## src/rtl/c_pkg.sv

```systemverilog
// c_pkg: shared cache geometry and stage FSM encoding for c_dcache_stage.
package c_pkg;

    localparam int unsigned LINES      = 16;
    localparam int unsigned LINE_WORDS = 4;

    // Byte address split: [1:0] byte, then word-in-line, then index, then tag.
    localparam int unsigned OFF_W = $clog2(LINE_WORDS);
    localparam int unsigned IDX_W = $clog2(LINES);
    localparam int unsigned TAG_W = 32 - 2 - OFF_W - IDX_W;

    typedef enum logic [1:0] {
        IDLE,
        REFILL,
        WRITE
    } dc_state_e;

endpackage

```

## src/rtl/c_dcache_stage_array.sv

```systemverilog
// dcache_array: tag/valid/data storage for the direct-mapped data cache.
// One asynchronous read port, one write port for data words, one tag/valid fill port.
// Only the valid bits are reset; tags and data are don't-care while invalid.
module dcache_array
    import c_pkg::*;
(
    input  logic             clk,
    input  logic             rst_n,
    input  logic [IDX_W-1:0] rd_idx,
    input  logic [OFF_W-1:0] rd_word,
    output logic             rd_valid,
    output logic [TAG_W-1:0] rd_tag,
    output logic [31:0]      rd_data,
    input  logic             wr_en,
    input  logic [IDX_W-1:0] wr_idx,
    input  logic [OFF_W-1:0] wr_word,
    input  logic [31:0]      wr_data,
    input  logic             tag_we,
    input  logic [TAG_W-1:0] tag_wdata
);

    logic [LINES-1:0] valid_q, valid_d;
    logic [TAG_W-1:0] tag_q  [LINES];
    logic [TAG_W-1:0] tag_d  [LINES];
    logic [31:0]      data_q [LINES][LINE_WORDS];
    logic [31:0]      data_d [LINES][LINE_WORDS];

    assign rd_valid = valid_q[rd_idx];
    assign rd_tag   = tag_q[rd_idx];
    assign rd_data  = data_q[rd_idx][rd_word];

    // Next-state of tag/valid: a completed fill marks the line resident.
    always_comb begin
        valid_d = valid_q;
        tag_d   = tag_q;
        if (tag_we) begin
            valid_d[wr_idx] = 1'b1;
            tag_d[wr_idx]   = tag_wdata;
        end
    end

    // Next-state of the data words: single word write per cycle.
    always_comb begin
        data_d = data_q;
        if (wr_en) begin
            data_d[wr_idx][wr_word] = wr_data;
        end
    end

    // Valid bits clear asynchronously so a partial fill is never visible after reset.
    always_ff @(posedge clk or negedge rst_n) begin
        if (!rst_n) begin
            valid_q <= '0;
        end else begin
            valid_q <= valid_d;
        end
    end

    // Tag and data storage, no reset.
    always_ff @(posedge clk) begin
        tag_q  <= tag_d;
        data_q <= data_d;
    end

endmodule

```

## src/rtl/c_dcache_stage.sv

```systemverilog
// c_dcache_stage: memory (C) stage with a direct-mapped, write-through,
// no-write-allocate data cache and a blocking word-serial refill port.
// Optional feature macro DCACHE_STATS_EN adds stat_hits/stat_misses counters.
module c_dcache_stage
    import c_pkg::*;
(
    input  logic        clock,
    input  logic        reset,
    input  logic        icache_stall,
    input  logic        mul_stall,
    input  logic [31:0] ac_pc,
    input  logic [4:0]  ac_write_sel,
    input  logic        ac_is_load,
    input  logic        ac_is_store,
    input  logic        ac_is_wb,
    input  logic [31:0] ALU_result,
    input  logic [31:0] ac_data2,
    output logic [31:0] cw_pc,
    output logic        cw_is_wb,
    output logic [4:0]  cw_write_sel,
    output logic [31:0] cw_result,
    output logic        dcache_stall,
`ifdef DCACHE_STATS_EN
    output logic [31:0] stat_hits,
    output logic [31:0] stat_misses,
`endif
    output logic        mem_req,
    output logic        mem_we,
    output logic [31:0] mem_addr,
    output logic [31:0] mem_wdata,
    input  logic [31:0] mem_rdata,
    input  logic        mem_ack
);

    dc_state_e        state_q, state_d;
    logic [OFF_W-1:0] refill_cnt_q, refill_cnt_d;
    logic             consumed_q, consumed_d;
    logic             store_done_q, store_done_d;

    logic [31:0]      cw_pc_q, cw_pc_d;
    logic             cw_is_wb_q, cw_is_wb_d;
    logic [4:0]       cw_write_sel_q, cw_write_sel_d;
    logic [31:0]      cw_result_q, cw_result_d;

    logic [OFF_W-1:0] a_word;
    logic [IDX_W-1:0] a_idx;
    logic [TAG_W-1:0] a_tag;
    logic             unused_addr_bits;

    logic             rd_valid;
    logic [TAG_W-1:0] rd_tag;
    logic [31:0]      rd_data;
    logic             hit;
    logic             do_load, do_store;
    logic             cw_adv;

    logic             wr_en;
    logic [OFF_W-1:0] wr_word;
    logic [31:0]      wr_data;
    logic             tag_we;

    assign a_word           = ALU_result[2 +: OFF_W];
    assign a_idx            = ALU_result[2 + OFF_W +: IDX_W];
    assign a_tag            = ALU_result[31 -: TAG_W];
    assign unused_addr_bits = ^ALU_result[1:0];

    // A replayed instruction that already retired is a bubble; a store whose
    // write finished while icache_stall held the C->W register is not reissued.
    assign do_store = ac_is_store && !consumed_q && !store_done_q;
    assign do_load  = ac_is_load && !ac_is_store && !consumed_q;
    assign hit      = rd_valid && (rd_tag == a_tag);
    assign cw_adv   = !dcache_stall && !icache_stall;

    dcache_array u_array (
        .clk       (clock),
        .rst_n     (reset),
        .rd_idx    (a_idx),
        .rd_word   (a_word),
        .rd_valid  (rd_valid),
        .rd_tag    (rd_tag),
        .rd_data   (rd_data),
        .wr_en     (wr_en),
        .wr_idx    (a_idx),
        .wr_word   (wr_word),
        .wr_data   (wr_data),
        .tag_we    (tag_we),
        .tag_wdata (a_tag)
    );

    // FSM next-state, memory port, cache write port and stall generation.
    always_comb begin
        state_d      = state_q;
        refill_cnt_d = refill_cnt_q;
        dcache_stall = 1'b0;
        mem_req      = 1'b0;
        mem_we       = 1'b0;
        mem_addr     = '0;
        mem_wdata    = '0;
        wr_en        = 1'b0;
        wr_word      = a_word;
        wr_data      = ac_data2;
        tag_we       = 1'b0;
        store_done_d = store_done_q;
        case (state_q)
            IDLE: begin
                if (do_store) begin
                    dcache_stall = 1'b1;
                    state_d      = WRITE;
                    wr_en        = hit;
                end else if (do_load && !hit) begin
                    dcache_stall = 1'b1;
                    state_d      = REFILL;
                    refill_cnt_d = '0;
                end
            end
            REFILL: begin
                dcache_stall = 1'b1;
                mem_req      = 1'b1;
                mem_addr     = {a_tag, a_idx, refill_cnt_q, 2'b00};
                if (mem_ack) begin
                    wr_en        = 1'b1;
                    wr_word      = refill_cnt_q;
                    wr_data      = mem_rdata;
                    refill_cnt_d = refill_cnt_q + 1'b1;
                    if (refill_cnt_q == '1) begin
                        tag_we  = 1'b1;
                        state_d = IDLE;
                    end
                end
            end
            WRITE: begin
                mem_req      = 1'b1;
                mem_we       = 1'b1;
                mem_addr     = {ALU_result[31:2], 2'b00};
                mem_wdata    = ac_data2;
                dcache_stall = !mem_ack;
                if (mem_ack) begin
                    state_d = IDLE;
                    if (icache_stall) begin
                        store_done_d = 1'b1;
                    end
                end
            end
            default: state_d = IDLE;
        endcase
        if (cw_adv) begin
            store_done_d = 1'b0;
        end
    end

    // C->W register next-state and replay tracking.
    always_comb begin
        cw_pc_d        = cw_pc_q;
        cw_is_wb_d     = cw_is_wb_q;
        cw_write_sel_d = cw_write_sel_q;
        cw_result_d    = cw_result_q;
        consumed_d     = mul_stall && (consumed_q || cw_adv);
        if (cw_adv) begin
            cw_pc_d        = ac_pc;
            cw_write_sel_d = ac_write_sel;
            cw_is_wb_d     = ac_is_wb && !consumed_q;
            cw_result_d    = do_load ? rd_data : ALU_result;
        end
    end

    // State, refill counter, replay flags and C->W register.
    always_ff @(posedge clock or negedge reset) begin
        if (!reset) begin
            state_q        <= IDLE;
            refill_cnt_q   <= '0;
            consumed_q     <= 1'b0;
            store_done_q   <= 1'b0;
            cw_pc_q        <= '0;
            cw_is_wb_q     <= 1'b0;
            cw_write_sel_q <= '0;
            cw_result_q    <= '0;
        end else begin
            state_q        <= state_d;
            refill_cnt_q   <= refill_cnt_d;
            consumed_q     <= consumed_d;
            store_done_q   <= store_done_d;
            cw_pc_q        <= cw_pc_d;
            cw_is_wb_q     <= cw_is_wb_d;
            cw_write_sel_q <= cw_write_sel_d;
            cw_result_q    <= cw_result_d;
        end
    end

    assign cw_pc        = cw_pc_q;
    assign cw_is_wb     = cw_is_wb_q;
    assign cw_write_sel = cw_write_sel_q;
    assign cw_result    = cw_result_q;

`ifdef DCACHE_STATS_EN
    logic [31:0] hits_q, hits_d;
    logic [31:0] misses_q, misses_d;
    logic        refilled_q, refilled_d;

    // A load that needed a refill retires as a miss only, on its final hit lookup.
    always_comb begin
        hits_d     = hits_q;
        misses_d   = misses_q;
        refilled_d = refilled_q;
        if (tag_we) begin
            refilled_d = 1'b1;
        end
        if (cw_adv) begin
            refilled_d = 1'b0;
            if (do_load) begin
                if (refilled_q) begin
                    misses_d = misses_q + 32'd1;
                end else begin
                    hits_d = hits_q + 32'd1;
                end
            end
        end
    end

    // Statistics counters, wrapping.
    always_ff @(posedge clock or negedge reset) begin
        if (!reset) begin
            hits_q     <= '0;
            misses_q   <= '0;
            refilled_q <= 1'b0;
        end else begin
            hits_q     <= hits_d;
            misses_q   <= misses_d;
            refilled_q <= refilled_d;
        end
    end

    assign stat_hits   = hits_q;
    assign stat_misses = misses_q;
`endif

endmodule

```

## config.mk

```make
export PLATFORM = sky130hd
export DESIGN_NAME = c_dcache_stage
export DESIGN_NICKNAME = d
export VERILOG_FILES = /design/src/rtl/c_pkg.sv /design/src/rtl/c_dcache_stage_array.sv /design/src/rtl/c_dcache_stage.sv
export SDC_FILE = /design/constraint.sdc
export NUM_CORES = 2
export LEC_CHECK = 0
export ABC_AREA = 1
export CAP_MARGIN = 15
export CORE_MARGIN = 4
export CORE_UTILIZATION = 42
export CTS_CLUSTER_DIAMETER = 200
export DETAILED_ROUTE_END_ITERATION = 12
export PLACE_DENSITY = 0.65
export SKIP_CTS_REPAIR_TIMING = 1
export SKIP_LAST_GASP = 1
export SYNTH_ARGS = -nofsm -noshare
export SYNTH_HDL_FRONTEND = slang
export SYNTH_SLANG_ARGS = --single-unit
```

## constraint.sdc

```tcl
create_clock -name clock -period 8.6 [get_ports clock]
set_input_delay 2.15 -clock clock [delete_from_list [all_inputs] [get_ports clock]]
set_output_delay 2.15 -clock clock [all_outputs]
set_load 0.03 [all_outputs]
```

## Word level (Yosys, flattened, before mapping)

Cells that the tools add are included.

| word-level totals | value |
|---|---|
| bits in registers | 2524 |
| bits of input ports | 141 |
| output and inout bits | 137 |
| word-level logic and storage cells | 193 |

| operators by class | value |
|---|---|
| add/subtract/negate cells | 1 |
| magnitude comparators | 7 |
| eq/ne operators | 10 |
| mux-type cells | 53 |
| bitwise operators | 4 |
| reduce and logical (&&, ||, !) cells | 29 |

Operators by type and width:

| cell | count |
|---|---|
| $bwmux W2048 | 1 |
| $bmux W128 S4 | 1 |
| $demux W128 S4 | 1 |
| $bwmux W384 | 1 |
| $mux W128 | 3 |
| $mux W32 | 7 |
| $bmux W24 S4 | 1 |
| $demux W24 S4 | 1 |
| $mux W24 | 3 |
| $bmux W32 S2 | 1 |
| $demux W32 S2 | 1 |
| $pmux W32 S2 | 1 |
| $eq A24 B24 Y1 | 1 |
| $mux W2 | 10 |
| $or A16 B16 Y16 | 1 |
| $mux W1 | 15 |
| $logic_and A1 B1 Y1 | 12 |
| $ne A2 B2 Y1 const B | 5 |
| $reduce_and A4 Y1 | 2 |
| $reduce_bool A2 Y1 | 4 |
| $logic_not A1 Y1 | 7 |
| $ge A3 B3 Y1 const B | 2 |
| $not A2 Y3 | 2 |
| $pmux W2 S3 | 1 |
| other kinds (19) | 20 |

## Longest topological paths before layout

| logic depth | value |
|---|---|
| word-level depth | 15 |
| gate-level depth with buffers | 25 |
| depth with buffers taken out | 21 |

## Modules after synthesis

From an unflattened synthesis, not the netlist that was laid out.

| unflattened totals | value |
|---|---|
| cells, all modules | 8659 |
| area total of the unflattened synthesis | 102592.1 µm² |

By module, submodules not included:

| module | instances | cells an instance | area an instance (µm²) | sequential area each (µm²) |
|---|---|---|---|---|
| dcache_array | 1 | 7893 | 97756.3 | 73430.4 |
| c_dcache_stage | 1 | 766 | 4835.9 | 1901.8 |

## Worst setup path before layout

No wires, ideal clock.

| timing path | value |
|---|---|
| path type | in2out |
| start point | input port ALU_result[4] |
| end point | output port dcache_stall |
| arrival time | 4.072 ns |
| data required time | 6.450 ns |
| setup slack | 2.378 ns |
| stages on the path | 22 |
| path buffers | 4 |
| path through | buf_4 -> buf_4 -> buf_2 -> nand2_1 -> nand2_1 -> nand2_1 -> nand2_1 -> nand2_1 -> nand2_1 -> nor2_1 -> nor2_1 -> nor2_1 -> nand2_1 -> nor2_1 -> nand2_1 -> nor2_1 -> nand2_1 -> nand3_1 -> nand2_1 -> nand2_2 -> buf_2 -> inv_1 |

| on the way | value |
|---|---|
| longest elaborated chain between the ends | 11 |
| elaborated cells between the ends (all ways) | 13 |
| those cells by class | eq/ne (1); mux (8); bitwise (1); reduce/logical (3) |

Ends and longest elaborated chain:

| element | line | text |
|---|---|---|
| start: declaration | c_dcache_stage.sv:16 | `input logic [31:0] ALU_result,` |
| $not A4 Y5 (implied by the code) | c_dcache_stage_array.sv:29 | `assign rd_tag = tag_q[rd_idx];` |
| $bmux W24 S4 | c_dcache_stage_array.sv:29 |  |
| $mux W24 (implied by the code) (2 in series) | c_dcache_stage_array.sv:29 |  |
| $eq A24 B24 Y1 | c_dcache_stage.sv:71 | `assign hit = rd_valid && (rd_tag == a_tag);` |
| $logic_and A1 B1 Y1 * | c_dcache_stage.sv:71 |  |
| $logic_not A1 Y1 * | c_dcache_stage.sv:110 | `end else if (do_load && !hit) begin` |
| $logic_and A1 B1 Y1 * | c_dcache_stage.sv:110 |  |
| $mux W1 * | c_dcache_stage.sv:110 |  |
| $mux W1 * | c_dcache_stage.sv:106 | `if (do_store) begin` |
| $pmux W1 S3 * | c_dcache_stage.sv:104 | `case (state_q)` |
| end: declaration | c_dcache_stage.sv:22 | `output logic dcache_stall,` |

Every way passes the cells marked *; elsewhere a longest branch is shown, timed or not. The select of a mux whose other input is x is not followed.

## Worst setup path after layout

| timing path | value |
|---|---|
| start point | input port ALU_result[6] |
| end point | output port dcache_stall |

Same word-level chain as after synthesis.

==> qor.csv <==
metric,value,unit
status,completed,
dominant cell type by area after synthesis,edfxtp_1,
Min-Delay Path Class,flop to flop,
Critical Path RT,6450,ps
proportion of layout cells with a drive suffix above 1,10.1,%
DR vias,61256,
drt wl/cell,29.4,um
clk_lat worst skew,880,ps
Final Hold Viols,0,
clk root buf,clkbuf_16,
starting density of the core,42.2,%
Max Fclk,124,MHz
Detailed Place HPWL,163000,um
critical path class,input pin to output pin,
sequential fraction of the synthesis area,78.5,%
die area,236000,um^2
Die Width,486,um
area grow syn2layout,15.7,%
Netlist cell types,39,
Slew Limit Fails,0,
WL final,296000,um
Max Clock Skew,42.6,ps
"commonest non-fill, non-tap cells in the layout","edfxtp_1, nand2_1, a22oi_1",
GR Util All Layers,24.3,%
power per cell area,251,nW/um^2
"commonest non-fill, non-tap cell in the layout",edfxtp_1,
FF-to-FF End,u_array.data_q[57],
Pleak,37.1,nW
top post-synthesis cells by area,"edfxtp_1, a22oi_1, nand2_1",
"critical path, cell by cell",clkdlybuf4s50_1 > nor2_4 > buf_4 > nand2_1 > nand2_1 > nor2_1 > nand2_1 > nand2_1 > nor2_1 > nand3_1 > nor2_1 > nand2_1 > nand3_1 > nand2_1 > nand2_4 > inv_1 > clkdlybuf4s50_1,
CTS tree,yes,
"Power, Total",27.9,mW
"antenna viol nets, final",0,
# clock sinks,2524,
Max Cap Viol,0,
Worst EP arrival,5890,ps
H-tree levels,4,
Inst Count DP,9653,
boundary pin count,278,
met1 GRT Util,34.2,%
core area,227000,um^2
Hold EP,u_array.valid_q[1],
"EDFF count, synth",2432,
Worst Hold Depth,2,
number of fill cells,18945,
drt drc,0,
vias per std cell,6.08,
most frequent CP cell,nand2_1,
Least-Margin Pin Slew,1290,ps
VDD IR max,349,uV
grt met3 use,6.58,%
origin of the critical flop-to-flop path,u_array.tag_q[361],
final worst path period share,93.4,%
input/output buffers,275,
"FF+latch count, synth",2524,
Final setup viols,0,
"Slowest-stage cell, CP",nor2_4,
CP peak stage delay,870,ps
nets,7027,
antenna violations before repair,16,
final core occ,48.9,%
Final Critical Period,8040,ps
Post-Synthesis Cell Area,96000,um^2
cells after synthesis,6547,
DRT iter0 DRCs,9533,
Worst Hold Launch,u_array.valid_q[1],
GR met2 Demand/Resource,36.7,%
Yosys warning count,0,
Synth Flop Type,edfxtp_1,
CTS buffer count,230,
row cnt,175,
Slew headroom,12.7,%
gpl congestion,0.895,
setup tns final,0,ps
largest net degree at the start of global routing,132,
ys async rst share,3.65,%
vias in the first global route,58297,
Worst Path Max Fanout,26,
busiest grt layer,met2,
Clock Path Buffers,3,
global route overflow,0,
DRT Pass-1 Iters,8,
Worst-path clk slew,60,ps
Worst R2R Path Depth,18,
Non-Filler Instances,10082,
CP startpoint kind,input pin,
syn avg cell area,14.7,um^2
unrepaired setup endpoints after global routing,no,
Reg2Reg Setup Slack,4010,ps
type of destination of the critical path,output pin,
first-pass GRT wire length,421000,um
post-synth top area share,76.1,%
Die Ht,486,um
==> worst max-delay path: cells and delay by family <==
family                 cells  cell delay (ps)
buffers and inverters      4             1630
and+or+nand+nor           13             2100
==> synth_stat cells (21+ instances only) <==
library cell	count
buf_2	92
nand2_1	1455
nor2_1	172
nor3_1	23
inv_1	83
buf_1	74
edfxtp_1	2432
nand4_1	21
a21oi_1	446
nand3_1	149
o41ai_1	42
o21ai_0	47
nor4_1	43
a22oi_1	1013
dfrtp_1	92
clkbuf_1	236
==> layer usage <==
layer / vias up / share of wire [%]
li1: 25701 / -
met1: 30809 / 39
met2: 4148 / 45
met3: 580 / 13
met4: 18 / 3.7
met5: - / 0.038
==> power breakdown <==
part,switching (mW),internal (mW),total (mW)
combinational,2.67,0.908,3.58
sequential,0.182,14.3,14.4
clock,4.47,5.42,9.89
total,7.32,20.6,27.9
==> flip-flops by register name (all words and copies together), names as in the netlist <==
| signal | cells |
|---|---|
| consumed_q | 1 |
| cw_is_wb | 1 |
| cw_pc | 32 |
| cw_result | 32 |
| cw_write_sel | 5 |
| refill_cnt_q | 2 |
| state_q | 2 |
| store_done_q | 1 |
| u_array.data_q | 2048 |
| u_array.tag_q | 384 |
| u_array.valid_q | 16 |
==> cell families (layout without fill, tap and decap cells) <==
logic type | after synthesis | count (layout) | share of synthesized area [%]
compound gates | 1621 | 1621 | 11.4
fa+ha+maj | 5 | 5 | 0.0652
buf+inv | 505 | 1029 | 2.14
flops | 2524 | 2524 | 78.5
other cells | 1 | 3 | 0.00391
simple gates | 1891 | 1891 | 7.88
==> worst max path at each step <==
| stage | from | to | slack, ps | depth (start not counted) |
|---|---|---|---|---|
| final | ALU_result[6] | dcache_stall | 560 | 17 |
| after detailed placement | ALU_result[7] | dcache_stall | 690 | 17 |
| after CTS | ALU_result[7] | dcache_stall | 670 | 17 |
| after global routing | ALU_result[7] | dcache_stall | 450 | 17 |
| after global placement | ALU_result[7] | dcache_stall | 730 | 17 |
| after floorplan | ALU_result[4] | dcache_stall | 2380 | 22 |
==> per-stage QoR <==
stage                     hold WS (ps)  worst slack, ps  cell area, um^2
final                              470              564           111000
after CTS                          464              669           111000
after global routing               484              449           111000
after global placement             440              730           104000
after detailed placement           449              685           104000
after floorplan                    427             2380            96000
==> final cells by class <==
| class | instances | area (um^2) | share of cell area (%) |
|---|---|---|---|
| clock inverters | 127 | 1070 | 0.962 |
| clock buffers | 296 | 6140 | 5.53 |
| well taps | 3009 | 3760 | 3.39 |
| inverters | 93 | 382 | 0.344 |
| repair buffers | 513 | 5020 | 4.52 |
| multi-input cells | 3519 | 19400 | 17.4 |
| diodes | 1 | 2.50 | 0.00225 |
| flip-flops and latches | 2524 | 75300 | 67.8 |
Note: power is estimated with default switching activity, not from simulation.
